## config.mk

```make
export PLATFORM = sky130hd
export DESIGN_NAME = pwm_ramp_ctrl_flat
export DESIGN_NICKNAME = d
export VERILOG_FILES = /design/src/rtl/pwm_pkg.sv /design/src/rtl/pwm_ramp_ctrl_if.sv /design/src/rtl/pwm_period_tracker.sv /design/src/rtl/pwm_ramp_ctrl.sv /design/src/flat_wrapper.sv
export SDC_FILE = /design/constraint.sdc
export NUM_CORES = 1
export LEC_CHECK = 0
export CAP_MARGIN = 30
export CORE_AREA = 8 8 116 86
export DETAILED_ROUTE_END_ITERATION = 10
export DIE_AREA = 0 0 124 94
export PLACE_DENSITY = 0.86
export SYNTH_ARGS = -nofsm -noshare
export SYNTH_HDL_FRONTEND = slang
export SYNTH_SLANG_ARGS = --single-unit
```

## constraint.sdc

```tcl
create_clock -name clk -period 5 [get_ports clk]
set_clock_uncertainty 0.15 [all_clocks]
set_input_delay 0.5 -clock clk [delete_from_list [all_inputs] [get_ports clk]]
set_output_delay 0.5 -clock clk [all_outputs]
set_load 0.05 [all_outputs]
```

## src/rtl/pwm_pkg.sv

```systemverilog
// ============================================================================
// Module : pwm_pkg
// Brief  : Shared types and saturating step arithmetic for the PWM ramp slice.
// Rev    : 1.0 - initial release
// ============================================================================
`default_nettype none

package pwm_pkg;

  localparam int PWM_W = 8;

  typedef enum logic [0:0] {
    IDLE = 1'b0,
    RAMP = 1'b1
  } ramp_state_t;

  // Next compare value one step toward tgt, clamped so it never passes tgt.
  function automatic logic [PWM_W-1:0] sat_step(
    input logic [PWM_W-1:0] cur,
    input logic [PWM_W-1:0] tgt,
    input logic [PWM_W-1:0] step
  );
    logic [PWM_W:0]   w_inc;
    logic [PWM_W:0]   w_sum;
    logic [PWM_W:0]   w_diff;
    logic [PWM_W-1:0] w_res;
    w_inc  = (step == '0) ? {{PWM_W{1'b0}}, 1'b1} : {1'b0, step};
    w_sum  = {1'b0, cur} + w_inc;
    w_diff = {1'b0, cur} - w_inc;
    if (tgt > cur) begin
      w_res = (w_sum > {1'b0, tgt}) ? tgt : w_sum[PWM_W-1:0];
    end else if (w_diff[PWM_W] || (w_diff[PWM_W-1:0] < tgt)) begin
      w_res = tgt;
    end else begin
      w_res = w_diff[PWM_W-1:0];
    end
    return w_res;
  endfunction

endpackage

`default_nettype wire

```

## src/rtl/pwm_ramp_ctrl_if.sv

```systemverilog
// ============================================================================
// Module : pwm_ramp_ctrl_if
// Brief  : Configuration valid/ready handshake for the PWM ramp controller.
// Rev    : 1.0 - initial release
// ============================================================================
`default_nettype none

interface pwm_ramp_ctrl_if #(
  parameter int HOLD_W = 8
);
  import pwm_pkg::*;

  logic             cfg_valid;
  logic             cfg_ready;
  logic [PWM_W-1:0] cfg_width;
  logic [PWM_W-1:0] cfg_target;
  logic [PWM_W-1:0] cfg_step;
  logic [HOLD_W-1:0] cfg_hold;

  modport master (
    output cfg_valid, cfg_width, cfg_target, cfg_step, cfg_hold,
    input  cfg_ready
  );

  modport slave (
    input  cfg_valid, cfg_width, cfg_target, cfg_step, cfg_hold,
    output cfg_ready
  );

endinterface

`default_nettype wire

```

## src/rtl/pwm_period_tracker.sv

```systemverilog
// ============================================================================
// Module : pwm_period_tracker
// Brief  : Tracks downstream PWM periods (width+2 clocks) and paces ramp steps.
// Rev    : 1.0 - initial release
// ============================================================================
`default_nettype none

module pwm_period_tracker
  import pwm_pkg::*;
#(
  parameter int HOLD_W = 8
) (
  input  wire logic              clk,
  input  wire logic              res,
  input  wire logic [PWM_W-1:0]  width,
  input  wire logic [HOLD_W-1:0] hold,
  input  wire logic              clear,
  input  wire logic              run,
  output logic                   period_end,
  output logic                   step_en
);

  logic [PWM_W:0]    r_pcnt;
  logic [HOLD_W-1:0] r_hcnt;
  logic [PWM_W:0]    w_last;

  // Nine-bit terminal count keeps width=255 (period 257) representable.
  assign w_last     = {1'b0, width} + {{PWM_W{1'b0}}, 1'b1};
  assign period_end = (r_pcnt == w_last);
  assign step_en    = run && period_end && (r_hcnt == hold);

  always_ff @(posedge clk or posedge res) begin
    if (res) begin
      r_pcnt <= '0;
      r_hcnt <= '0;
    end else if (clear) begin
      r_pcnt <= '0;
      r_hcnt <= '0;
    end else begin
      r_pcnt <= period_end ? '0 : r_pcnt + 1'b1;
      if (step_en) begin
        r_hcnt <= '0;
      end else if (run && period_end) begin
        r_hcnt <= r_hcnt + 1'b1;
      end
    end
  end

endmodule

`default_nettype wire

```

## src/rtl/pwm_ramp_ctrl.sv

```systemverilog
// ============================================================================
// Module : pwm_ramp_ctrl
// Brief  : Walks the PWM compare value toward a target in saturating steps at
//          period boundaries. Define PWM_RAMP_RETARGET_EN to accept mid-ramp.
// Rev    : 1.0 - initial release
// ============================================================================
`default_nettype none

module pwm_ramp_ctrl
  import pwm_pkg::*;
#(
  parameter int HOLD_W = 8
) (
  input  wire logic        clk,
  input  wire logic        res,
  pwm_ramp_ctrl_if.slave   cfg,
  output logic [PWM_W-1:0] width,
  output logic [PWM_W-1:0] cmp,
  output logic             busy,
  output logic             done
);

  ramp_state_t       r_state;
  ramp_state_t       w_state_nxt;
  logic [PWM_W-1:0]  r_target;
  logic [PWM_W-1:0]  r_step;
  logic [HOLD_W-1:0] r_hold;
  logic [PWM_W-1:0]  w_cmp_nxt;
  logic              w_accept;
  logic              w_noop;
  logic              w_period_end;
  logic              w_step_en;
  logic              w_step;
  logic              w_last_step;

  assign w_accept    = cfg.cfg_valid && cfg.cfg_ready;
  assign w_noop      = (cfg.cfg_target == cmp);
  assign w_cmp_nxt   = sat_step(cmp, r_target, r_step);
  // A new configuration wins over a step landing on the same edge.
  assign w_step      = (r_state == RAMP) && w_period_end && w_step_en && !w_accept;
  assign w_last_step = w_step && (w_cmp_nxt == r_target);

  pwm_period_tracker #(
    .HOLD_W (HOLD_W)
  ) u_tracker (
    .clk        (clk),
    .res        (res),
    .width      (width),
    .hold       (r_hold),
    .clear      (w_accept),
    .run        (r_state == RAMP),
    .period_end (w_period_end),
    .step_en    (w_step_en)
  );

  always_ff @(posedge clk or posedge res) begin
    if (res) begin
      r_state <= IDLE;
    end else begin
      r_state <= w_state_nxt;
    end
  end

  always_comb begin
    w_state_nxt = r_state;
    if (w_accept) begin
      w_state_nxt = w_noop ? IDLE : RAMP;
    end else if (w_last_step) begin
      w_state_nxt = IDLE;
    end
  end

  always_comb begin
    busy = (r_state == RAMP);
`ifdef PWM_RAMP_RETARGET_EN
    cfg.cfg_ready = 1'b1;
`else
    cfg.cfg_ready = (r_state == IDLE);
`endif
  end

  always_ff @(posedge clk or posedge res) begin
    if (res) begin
      width    <= '0;
      cmp      <= '0;
      r_target <= '0;
      r_step   <= '0;
      r_hold   <= '0;
      done     <= 1'b0;
    end else begin
      done <= w_accept ? w_noop : w_last_step;
      if (w_accept) begin
        width    <= cfg.cfg_width;
        r_target <= cfg.cfg_target;
        r_step   <= cfg.cfg_step;
        r_hold   <= cfg.cfg_hold;
      end else if (w_step) begin
        cmp <= w_cmp_nxt;
      end
    end
  end

endmodule

`default_nettype wire
```

## src/flat_wrapper.sv

```systemverilog
// flat-port wrapper written by rule: the top's interface ports become plain ports
module pwm_ramp_ctrl_flat import pwm_pkg::*;
#(
  parameter int HOLD_W = 8
)
  (clk, res, width, cmp, busy, done, cfg_cfg_valid, cfg_cfg_width, cfg_cfg_target, cfg_cfg_step, cfg_cfg_hold, cfg_cfg_ready);
  pwm_ramp_ctrl_if #(.HOLD_W(HOLD_W)) cfg_i ();
  input  wire logic clk;
  input  wire logic res;
  output logic [PWM_W-1:0] width;
  output logic [PWM_W-1:0] cmp;
  output logic busy;
  output logic done;
  input wire logic [$bits(cfg_i.cfg_valid)-1:0] cfg_cfg_valid;
  input wire logic [$bits(cfg_i.cfg_width)-1:0] cfg_cfg_width;
  input wire logic [$bits(cfg_i.cfg_target)-1:0] cfg_cfg_target;
  input wire logic [$bits(cfg_i.cfg_step)-1:0] cfg_cfg_step;
  input wire logic [$bits(cfg_i.cfg_hold)-1:0] cfg_cfg_hold;
  output wire logic [$bits(cfg_i.cfg_ready)-1:0] cfg_cfg_ready;
  assign cfg_i.cfg_valid = cfg_cfg_valid;
  assign cfg_i.cfg_width = cfg_cfg_width;
  assign cfg_i.cfg_target = cfg_cfg_target;
  assign cfg_i.cfg_step = cfg_cfg_step;
  assign cfg_i.cfg_hold = cfg_cfg_hold;
  assign cfg_cfg_ready = cfg_i.cfg_ready;
  pwm_ramp_ctrl #(.HOLD_W(HOLD_W)) u_core (.clk(clk), .res(res), .cfg(cfg_i), .width(width), .cmp(cmp), .busy(busy), .done(done));
endmodule
```

==> run metrics, run 1 <==
status finished, final reports clean; vias in the first global route 3,793; CP Launch Type flop; Max Clk Rate 217 MHz; Placeable Area 8200 sq um; Slew HR 0.324; Max Cap Viol 0; setup TNS 0 ns; grt total ovfl 0; share of cells above drive strength 1 0.0480; Tmin final 4.61 ns; latest clock arrival within the worst-skew pair 0.33 ns; # DRC 0; fraction of registers with async set/reset 1.00; PortBufs 53; # setup viols final 0; drt via density 5.79; max-slew violations 0; Total Routing Usage GR 0.214; Starting Density 0.536; Area after DPL 4970 sq um; Netlist cell types 59; CTS sink cnt 59; antenna violations before repair 0; crit path kind flop to flop; Post-Syn Instances 515; Netlist Area Pre-Place 4400 sq um; Crit. End Element flop; post-route setup slack 0.389 ns; sequential share of the synthesized area 0.336; H-tree depth 3; synth-to-layout area growth 19.7%; Min-Delay Path Class flop to flop; CTS tree built; first-pass GRT wire length 19.4 mm; row count 28; die height 94 microns; Detail Placement HPWL 8.93 mm; DRT Pass-1 Iters 5; fin area 5260 sq um; synthesized flop and latch total 59; via count 3,866; maximum vdd drop 0.000381 V; endpoints failing hold 0; Synth warnings 0; maximum clock insertion buffer count 2; Final Cycle Share 0.922; Mapped Nets 594; 1st-iter DRT viols 324; CP Max Fanout 11; total power 3.11 mW; Post-synth EDFFs 0; Avg Cell Area, Syn 8.54 sq um; leakage power 2.45 nW; total die area 11,700 sq um; Die X 124 microns; Worst-path clk slew 0.05 ns; Ports 54; Avg WL per Cell 17.6 microns; Detail Route Antenna Nets 0; clock buffer count from CTS 9; Required @ worst endpoint 5.07 ns; Nets 637; GP Congestion 0.929; RSZ-0062 raised after global routing false; PwrDens 590 nW/um^2; Ant. Diodes 0; CTS Root Cell clkbuf_16; Primary FF master, synth dfrtp_1; drt total wl 11.8 mm; Setup WS pre-CTS 0.285 ns; worst-margin pin slew 1.01 ns; largest net degree at the start of global routing 60; data arrival time of the critical path 4.68 ns; hold slack 0.341 ns
-- cells in the final DEF (no fill, tap or decap), types with 3 or more instances in the layout --
| cell type | synthesis | final |
|---|---|---|
| or3_1 | 4 | 4 |
| nor2_1 | 26 | 26 |
| a21o_1 | 9 | 9 |
| o21bai_1 | 3 | 3 |
| xnor2_1 | 25 | 25 |
| nand3_1 | 13 | 13 |
| dfrtp_1 | 59 | 59 |
| a21oi_1 | 23 | 23 |
| clkbuf_16 | 0 | 9 |
| ha_1 | 42 | 42 |
| nand4_1 | 12 | 12 |
| nand2b_1 | 4 | 4 |
| clkdlybuf4s50_1 | 0 | 53 |
| and3_1 | 5 | 4 |
| and2_1 | 4 | 4 |
| o2111ai_1 | 4 | 4 |
| nor4_1 | 5 | 4 |
| nand2_1 | 89 | 88 |
| o21ai_0 | 38 | 38 |
| xor2_1 | 32 | 32 |
| a211oi_1 | 6 | 6 |
| inv_1 | 35 | 34 |
| nor2b_1 | 6 | 5 |
| o22ai_1 | 4 | 4 |
| o31ai_1 | 3 | 3 |
-- worst max-delay path: stages (launching register included) --
cell	delay [ns]
dfrtp_1	0.43
nor4_2	0.29
a41o_1	0.25
ha_1	0.18
inv_1	0.06
fa_1	0.42
a21oi_1	0.21
o21ai_0	0.10
a211oi_1	0.23
a21oi_1	0.11
ha_1	0.32
and4_1	0.22
o311ai_0	0.15
nand3_1	0.12
and3_2	0.27
nand2_2	0.17
o221ai_1	0.26
o2111a_1	0.21
o2111ai_1	0.15
a22o_1	0.21
-- logic make-up after synthesis --
| group | after synthesis | synth area share |
|---|---|---|
| AND/OR/NAND/NOR | 178 | 0.189 |
| flip-flops | 59 | 0.336 |
| adder cells (fa/ha/maj) | 44 | 0.129 |
| XOR/XNOR | 57 | 0.114 |
| buffers and inverters | 58 | 0.0549 |
| AO/OA/AOI/OAI | 119 | 0.178 |
-- cells in the mapped netlist (3+ instances only) --
library cell,count,share of area
nand2_1,89,0.076
dfrtp_1,59,0.34
ha_1,42,0.12
o21ai_0,38,0.043
inv_1,35,0.030
xor2_1,32,0.064
nor2_1,26,0.022
xnor2_1,25,0.050
a21oi_1,23,0.026
clkbuf_1,13,0.011
nand3_1,13,0.015
nand4_1,12,0.017
a21o_1,9,0.015
buf_2,7,0.0080
a211oi_1,6,0.010
nor2b_1,6,0.0085
and3_1,5,0.0071
nor4_1,5,0.0071
and2_1,4,0.0057
nand2b_1,4,0.0057
o2111ai_1,4,0.0080
o22ai_1,4,0.0057
or3_1,4,0.0057
o21bai_1,3,0.0051
o31ai_1,3,0.0051
-- final timing paths --
path | from | end | slack (ns) | depth (start not counted)
max in group asynchronous | res | u_core.r_target[7] | 3.65 | 3
max | u_core.r_step[6] | u_core.busy | 0.39 | 19
max reg2reg | u_core.r_step[6] | u_core.busy | 0.39 | 19
min | u_core.r_hold[5] | u_core.r_hold[5] | 0.34 | 2
min reg2reg | u_core.r_hold[5] | u_core.r_hold[5] | 0.34 | 2
min in group asynchronous | res | u_core.cmp[2] | 0.55 | 3
-- metrics by stage --
step                      cells   util
after global placement      652  0.606
after global routing        668  0.642
after CTS                   668  0.641
final                       668  0.642
after detailed placement    652  0.606
after floorplan             515      -
-- state kept, by name (all words and copies together) (netlist names) --
| name | cells |
|---|---|
| u_core.u_tracker.r_pcnt | 9 |
| u_core.u_tracker.r_hcnt | 8 |
| u_core.r_step | 8 |
| u_core.r_target | 8 |
| u_core.busy | 1 |
| u_core.cmp | 8 |
| u_core.r_hold | 8 |
| u_core.done | 1 |
| u_core.width | 8 |
-- layer usage --
metal / up-vias / global-route usage / wire length (microns)
met1: 1826 / 0.300 / 5540
li1: 1871 / - / -
met2: 158 / 0.311 / 5030
met3: 11 / 0.0619 / 1100
met5: - / 0 / 0
met4: 0 / 0.0642 / 119
-- cell type report --
class                      count  area (sq um)
fill                         691          2940
multi-input combinational    398          2700
sequential                    59          1480
timing repair buffer          55           546
clock buffer                  12           256
inverter                      35           131
tap                          105           131
clock inverter                 4          25.0
-- report_power, final --
group	internal [mW]	switching, mW
Combinational	0.682	0.972
Sequential	0.645	0.223
Clock	0.360	0.225
Total	1.69	1.42
-- timing repair --
action                                 in CTS  in global routing
buffers inserted                            0                  0
setup endpoints to repair                   0                  8
resized for setup                           0                  3
endpoints found under the hold margin       0                  0
hold buffers                                0                  0
(Power assumes the default switching activity.)
==> inputs of run 2 (changes only) <==
--- a/config.mk
+++ b/config.mk
@@ -6,9 +6,9 @@
 export NUM_CORES = 1
 export LEC_CHECK = 0
 export CAP_MARGIN = 30
-export CORE_AREA = 8 8 116 86
+export CORE_AREA = 8 8 91 109
 export DETAILED_ROUTE_END_ITERATION = 10
-export DIE_AREA = 0 0 124 94
+export DIE_AREA = 0 0 99 117
 export PLACE_DENSITY = 0.86
 export SYNTH_ARGS = -nofsm -noshare
 export SYNTH_HDL_FRONTEND = slang
==> run metrics, run 2 (synthesis gave the netlist of run 1 again) <==
CP max-delay cell o21ai_0; antenna violations before repair 0 (unchanged); Required @ worst endpoint 5.08 ns (about the same); Crit. End Element flop; synth-to-layout area growth 18.1%; total die area 11,600 sq um (-0.63%); crit path cell chain ha_1 -> nand2_1 -> o21ai_0 -> a31o_2 -> a21oi_1 -> xnor2_1 -> inv_1 -> ha_1 -> and4_1 -> o311ai_0 -> nand3_1 -> and3_1 -> nand2_2 -> o221ai_1 -> o2111a_1 -> o2111ai_1 -> a22o_1; Placeable Area 8290 sq um (+1.1%); data arrival time of the critical path 4.72 ns (+0.04 ns); largest net degree at the start of global routing 60 (unchanged); Starting Density 0.531 (-0.00575); crit path kind flop to flop; vias in the first global route 4,061 (+7.1%); Net Sw Frac 0.468 (+0.0107); Detail Placement HPWL 9.06 mm (+1.5%); hold slack 0.343 ns (+0.00218 ns); drt via density 5.95 (+2.7%); worst-margin pin slew 0.949 ns (-0.0631 ns); # DRC 0 (unchanged); commonest non-fill, non-tap cell in the layout nand2_1; Detail Route Antenna Nets 0 (unchanged); die height 117 microns (+24%); clock buffer count from CTS 9 (unchanged); Nets 641 (+0.63%); # setup viols final 0 (unchanged); setup TNS 0 ns (unchanged); maximum clock insertion buffer count 2 (unchanged); max-slew violations 0 (unchanged); largest delay contributor family on the critical path compound AO/OA/AOI/OAI gates; grt total ovfl 0 (unchanged); via count 3,948 (+2.1%); share of cells above drive strength 1 0.0529 (+0.00495); row count 37 (+32%); Power Internal 1.59 mW (-5.9%); CTS tree built; CP Launch Type flop; Slew HR 0.366 (+0.0421); Max Cap Viol 0 (unchanged); PwrDens 574 nW/um^2 (-2.8%); Final Cycle Share 0.929 (+0.00641); Largest register FFs 9 (unchanged); clock group share of total power 0.145 (-0.043); Worst-path clk slew 0.07 ns (+0.02 ns); leakage power 2.43 nW (-0.61%); Gate power share 0.566 (+0.034); Switch Pwr 1.39 mW (-1.8%); Total Routing Usage GR 0.212 (-0.00183); 1st-iter DRT viols 283 (-13%); Min-Delay Path Class flop to flop; H-tree depth 3 (unchanged); first-pass GRT wire length 19.6 mm (+1.2%); drt total wl 11.8 mm (-0.15%); Ports 54 (unchanged); endpoints failing hold 0 (unchanged); latest clock arrival within the worst-skew pair 0.35 ns (+0.02 ns); CP max stage delay 0.57 ns (+0.14 ns); CTS Root Cell clkbuf_8; status finished, final reports clean; CP Max Fanout 11 (unchanged); DRT Pass-1 Iters 4 (-1); CTS sink cnt 59 (unchanged); Ant. Diodes 0 (unchanged); GP Congestion 0.999 (+7.5%); cts hold-fix bufs 0 (unchanged); most frequent cell on the critical path ha_1; maximum vdd drop 0.000442 V (+16%); Avg WL per Cell 17.7 microns (+0.45%); Die X 99 microns (-20%); Tmin final 4.64 ns (+0.0320 ns); WP buf/inv 1 (unchanged); commonest non-fill, non-tap cells in the layout nand2_1, dfrtp_1, clkdlybuf4s50_1; Max Clk Rate 215 MHz (-0.69%); Most flops, register u_core.u_tracker.r_pcnt; PortBufs 53 (unchanged); Sequential Power Share 0.289 (+0.010)
## run 2: repair_timing
action	CTS	global route
endpoints found under the setup margin	0	2
setup buffers	0	3
resized for setup	0	2
## run 2: metrics by stage
step                      setup slack [ns]  cells  power [mW]   util  cell area (sq um)
after floorplan                      0.736    515        2.05      -               4400
after global placement               0.548    645        2.42  0.600               4970
after detailed placement             0.384    645        2.48  0.600               4970
after CTS                            0.351    661        2.93  0.623               5160
after global routing              -0.00184    664        3.20  0.627               5190
final                                0.357    664        2.98  0.627               5190
## run 2: worst paths after layout
| check | start | to | slack, ns | cells after the start |
|---|---|---|---|---|
| setup reg to reg | u_core.cmp[2] | u_core.busy | 0.36 | 17 |
| setup / recovery | u_core.cmp[2] | u_core.busy | 0.36 | 17 |
| min in group asynchronous | res | u_core.r_target[3] | 0.53 | 3 |
| hold reg to reg | u_core.r_hold[1] | u_core.r_hold[1] | 0.34 | 2 |
| hold / removal | u_core.r_hold[1] | u_core.r_hold[1] | 0.34 | 2 |
| max in group asynchronous | res | u_core.busy | 3.67 | 3 |
## run 2: power by group through the flow
stage / Combinational, mW / Clock (mW) / Sequential [mW]
after floorplan: 1.14 / 0 / 0.901
after global placement: 1.57 / 0 / 0.851
after detailed placement: 1.61 / 0 / 0.864
after CTS: 1.63 / 0.441 / 0.858
after global routing: 1.85 / 0.462 / 0.891
final: 1.69 / 0.432 / 0.862
## run 2: cell type report
type / instances / area [sq um]
fill: 695 / 3090
multi-input combinational: 398 / 2700
sequential: 59 / 1480
timing repair buffer: 59 / 576
clock buffer: 11 / 141
inverter: 35 / 131
tap: 97 / 121
clock inverter: 5 / 52.6
## run 2: per-layer routing
metal | routed length, microns | part of all wire | GRT usage | vias to the layer above
met5 | 0 | 0 | 0 | -
met1 | 4380 | 0.37 | 0.224 | 1897
met2 | 6040 | 0.51 | 0.371 | 120
met3 | 600 | 0.051 | 0.0432 | 46
met4 | 752 | 0.064 | 0.159 | 0
li1 | - | - | - | 1885
## run 2: tightest hold or removal path, delay by kind of cell (launching register included)
kind	cells	cell delay, ns
flip-flops	1	0.35
AND/OR/NAND/NOR	2	0.10
==> inputs of run 3 (changes only) <==
--- a/config.mk
+++ b/config.mk
@@ -6,10 +6,10 @@
 export NUM_CORES = 1
 export LEC_CHECK = 0
 export CAP_MARGIN = 30
-export CORE_AREA = 8 8 91 109
+export CORE_AREA = 8 8 95 114
 export DETAILED_ROUTE_END_ITERATION = 10
-export DIE_AREA = 0 0 99 117
-export PLACE_DENSITY = 0.86
+export DIE_AREA = 0 0 103 122
+export PLACE_DENSITY = 0.8
 export SYNTH_ARGS = -nofsm -noshare
 export SYNTH_HDL_FRONTEND = slang
 export SYNTH_SLANG_ARGS = --single-unit
==> run metrics, run 3 (synthesis gave the netlist of run 1 again) <==
Switch Pwr 1.37 mW (-1.8%); 1st-iter DRT viols 163 (-42%); setup TNS 0 ns (unchanged); PostCTS Resize Cnt 0 (unchanged); cts hold-fix bufs 0 (unchanged); r2r startpoint u_core.r_step[6]; CP max stage delay 0.42 ns (-0.15 ns); hold path cells 2 (unchanged); commonest non-fill, non-tap cell in the layout nand2_1; crit path cell chain nor4_1 -> a41o_1 -> ha_1 -> inv_1 -> fa_1 -> a21oi_1 -> o21ai_0 -> a211oi_1 -> a21oi_1 -> ha_1 -> and4_1 -> o311ai_0 -> nand3_1 -> and3_2 -> nand2_2 -> o221ai_1 -> o2111a_1 -> o2111ai_1 -> a22o_1; H-tree depth 3 (unchanged); die height 122 microns (+4.3%); Power Internal 1.53 mW (-3.4%); endpoints failing hold 0 (unchanged); drt total wl 11.7 mm (-0.89%); via count 3,836 (-2.8%); hold slack 0.346 ns (+0.00278 ns); grt total ovfl 0 (unchanged); GP Congestion 0.929 (-7.1%); crit path kind flop to flop; CTS Root Cell clkbuf_8; Largest register FFs 9 (unchanged); Placeable Area 8940 sq um (+7.9%); min-delay src u_core.r_hold[3]; Setup WS pre-CTS 0.306 ns (-0.0774 ns); clock group share of total power 0.132 (-0.013); # fillers 806 (+16%); leakage power 2.43 nW (-0.35%); commonest non-fill, non-tap cells in the layout nand2_1, dfrtp_1, clkdlybuf4s50_1; Die X 103 microns (+4.0%); DRT Pass-1 Iters 4 (unchanged); Finished Core Util 0.581 (-0.0461); Min-Delay Path Class flop to flop; post-route setup slack 0.363 ns (+0.00628 ns); # setup viols final 0 (unchanged); reg2reg setup slack 0.36 ns (about the same); status finished, final reports clean; PortBufs 53 (unchanged); Most flops, register u_core.u_tracker.r_pcnt; CP Max Fanout 11 (unchanged); drt via density 5.60 (-5.8%); Crit. End Element flop; clock buffer count from CTS 9 (unchanged); row count 38 (+2.7%); synth-to-layout area growth 18.0% (about the same); hold endpoint u_core.r_hold[3]; Ant. Diodes 0 (unchanged); worst-margin pin slew 0.971 ns (+0.0225 ns); CP max-delay cell fa_1; CP Launch Type flop; Detail Placement HPWL 9.08 mm (+0.19%); Starting Density 0.492 (-0.0387); largest delay contributor family on the critical path compound AO/OA/AOI/OAI gates; latest clock arrival within the worst-skew pair 0.34 ns (about the same); RSZ-0062 raised after global routing false; Sequential Power Share 0.296 (+0.007); maximum clock insertion buffer count 2 (unchanged); maximum vdd drop 0.000353 V (-20%); Max Cap Viol 0 (unchanged); Required @ worst endpoint 5.08 ns (about the same); largest net degree at the start of global routing 60 (unchanged); Max Clk Rate 216 MHz (+0.14%); vias in the first global route 3,878 (-4.5%); CTS tree built; Worst-path clk slew 0.07 ns (about the same); R2R depth 19 (+2); WP buf/inv 1 (unchanged); CTS sink cnt 59 (unchanged); max-slew violations 0 (unchanged); PwrDens 559 nW/um^2 (-2.6%); antenna violations before repair 0 (unchanged); Net Sw Frac 0.472 (+0.00402); Final Cycle Share 0.927 (-0.00126); Total Routing Usage GR 0.194 (-0.0184); Slew HR 0.351 (-0.0150); Gate power share 0.572 (+0.006); total die area 12,600 sq um (+8.5%); Ports 54 (unchanged); Nets 641 (unchanged); first-pass GRT wire length 18.9 mm (-3.5%); Tmin final 4.64 ns (-0.00628 ns); Post-CTS Setup Bufs 0 (unchanged); # DRC 0 (unchanged); FF-to-FF End u_core.busy; data arrival time of the critical path 4.72 ns (about the same); Detail Route Antenna Nets 0 (unchanged); share of cells above drive strength 1 0.0513 (-0.00158); Avg WL per Cell 17.0 microns (-3.9%)
[run 3: cell count changes in the layout (fill, tap and decap cells not counted), sizes merged]
cell      before  now
bufinv         1    0
clkinvlp       1    0
[run 3: layer usage]
layer	GRT usage	share of wire
met1	0.214	0.40
met2	0.336	0.52
met3	0.0439	0.042
met4	0.102	0.041
met5	0	0
[run 3: worst max path at each step]
stage	startpoint	endpoint	slack, ns	cells past startpoint
final	u_core.r_step[6]	u_core.busy	0.36	19
after floorplan	u_core.cmp[2]	u_core.done	0.74	19
after global routing	u_core.r_step[6]	u_core.busy	0.05	19
after detailed placement	u_core.r_step[6]	u_core.busy	0.31	19
after CTS	u_core.r_step[6]	u_core.busy	0.28	19
after global placement	u_core.r_step[6]	u_core.busy	0.47	19
[run 3: through the flow]
| step | instance area (sq um) | power, mW | instances |
|---|---|---|---|
| finish | 5190 | 2.90 | 685 |
| floorplan | 4400 | 2.05 | 515 |
| CTS | 5190 | 2.90 | 685 |
| global route | 5190 | 3.13 | 685 |
| global placement | 5020 | 2.47 | 671 |
| detailed placement | 5020 | 2.50 | 671 |
[run 3: power by group through the flow]
stage	Clock (mW)	Combinational, mW	Sequential, mW
2_1_floorplan	0	1.14	0.901
3_3_place_gp	0	1.61	0.855
3_5_place_dp	0	1.64	0.860
4_1_cts	0.395	1.65	0.856
5_1_grt	0.410	1.84	0.884
6_report	0.383	1.66	0.860
[run 3: layout make-up]
type / count / area [sq um] / area share
Clock buffer: 11 / 151 / 0.0292
Timing Repair Buffer: 59 / 576 / 0.111
Sequential cell: 59 / 1480 / 0.284
Clock inverter: 3 / 15.0 / 0.00289
Multi-Input combinational cell: 398 / 2690 / 0.518
Inverter: 35 / 131 / 0.0253
Tap cell: 120 / 150 / 0.0289
[run 3: worst reg2reg max path: stages, from the launching register on]
cell and delay (ns):
dfrtp_1 0.40, nor4_1 0.36, a41o_1 0.25, ha_1 0.17, inv_1 0.06, fa_1 0.42
a21oi_1 0.25, o21ai_0 0.11, a211oi_1 0.25, a21oi_1 0.11, ha_1 0.32, and4_1 0.21
o311ai_0 0.13, nand3_1 0.10, and3_2 0.26, nand2_2 0.17, o221ai_1 0.26, o2111a_1 0.22
o2111ai_1 0.14, a22o_1 0.20
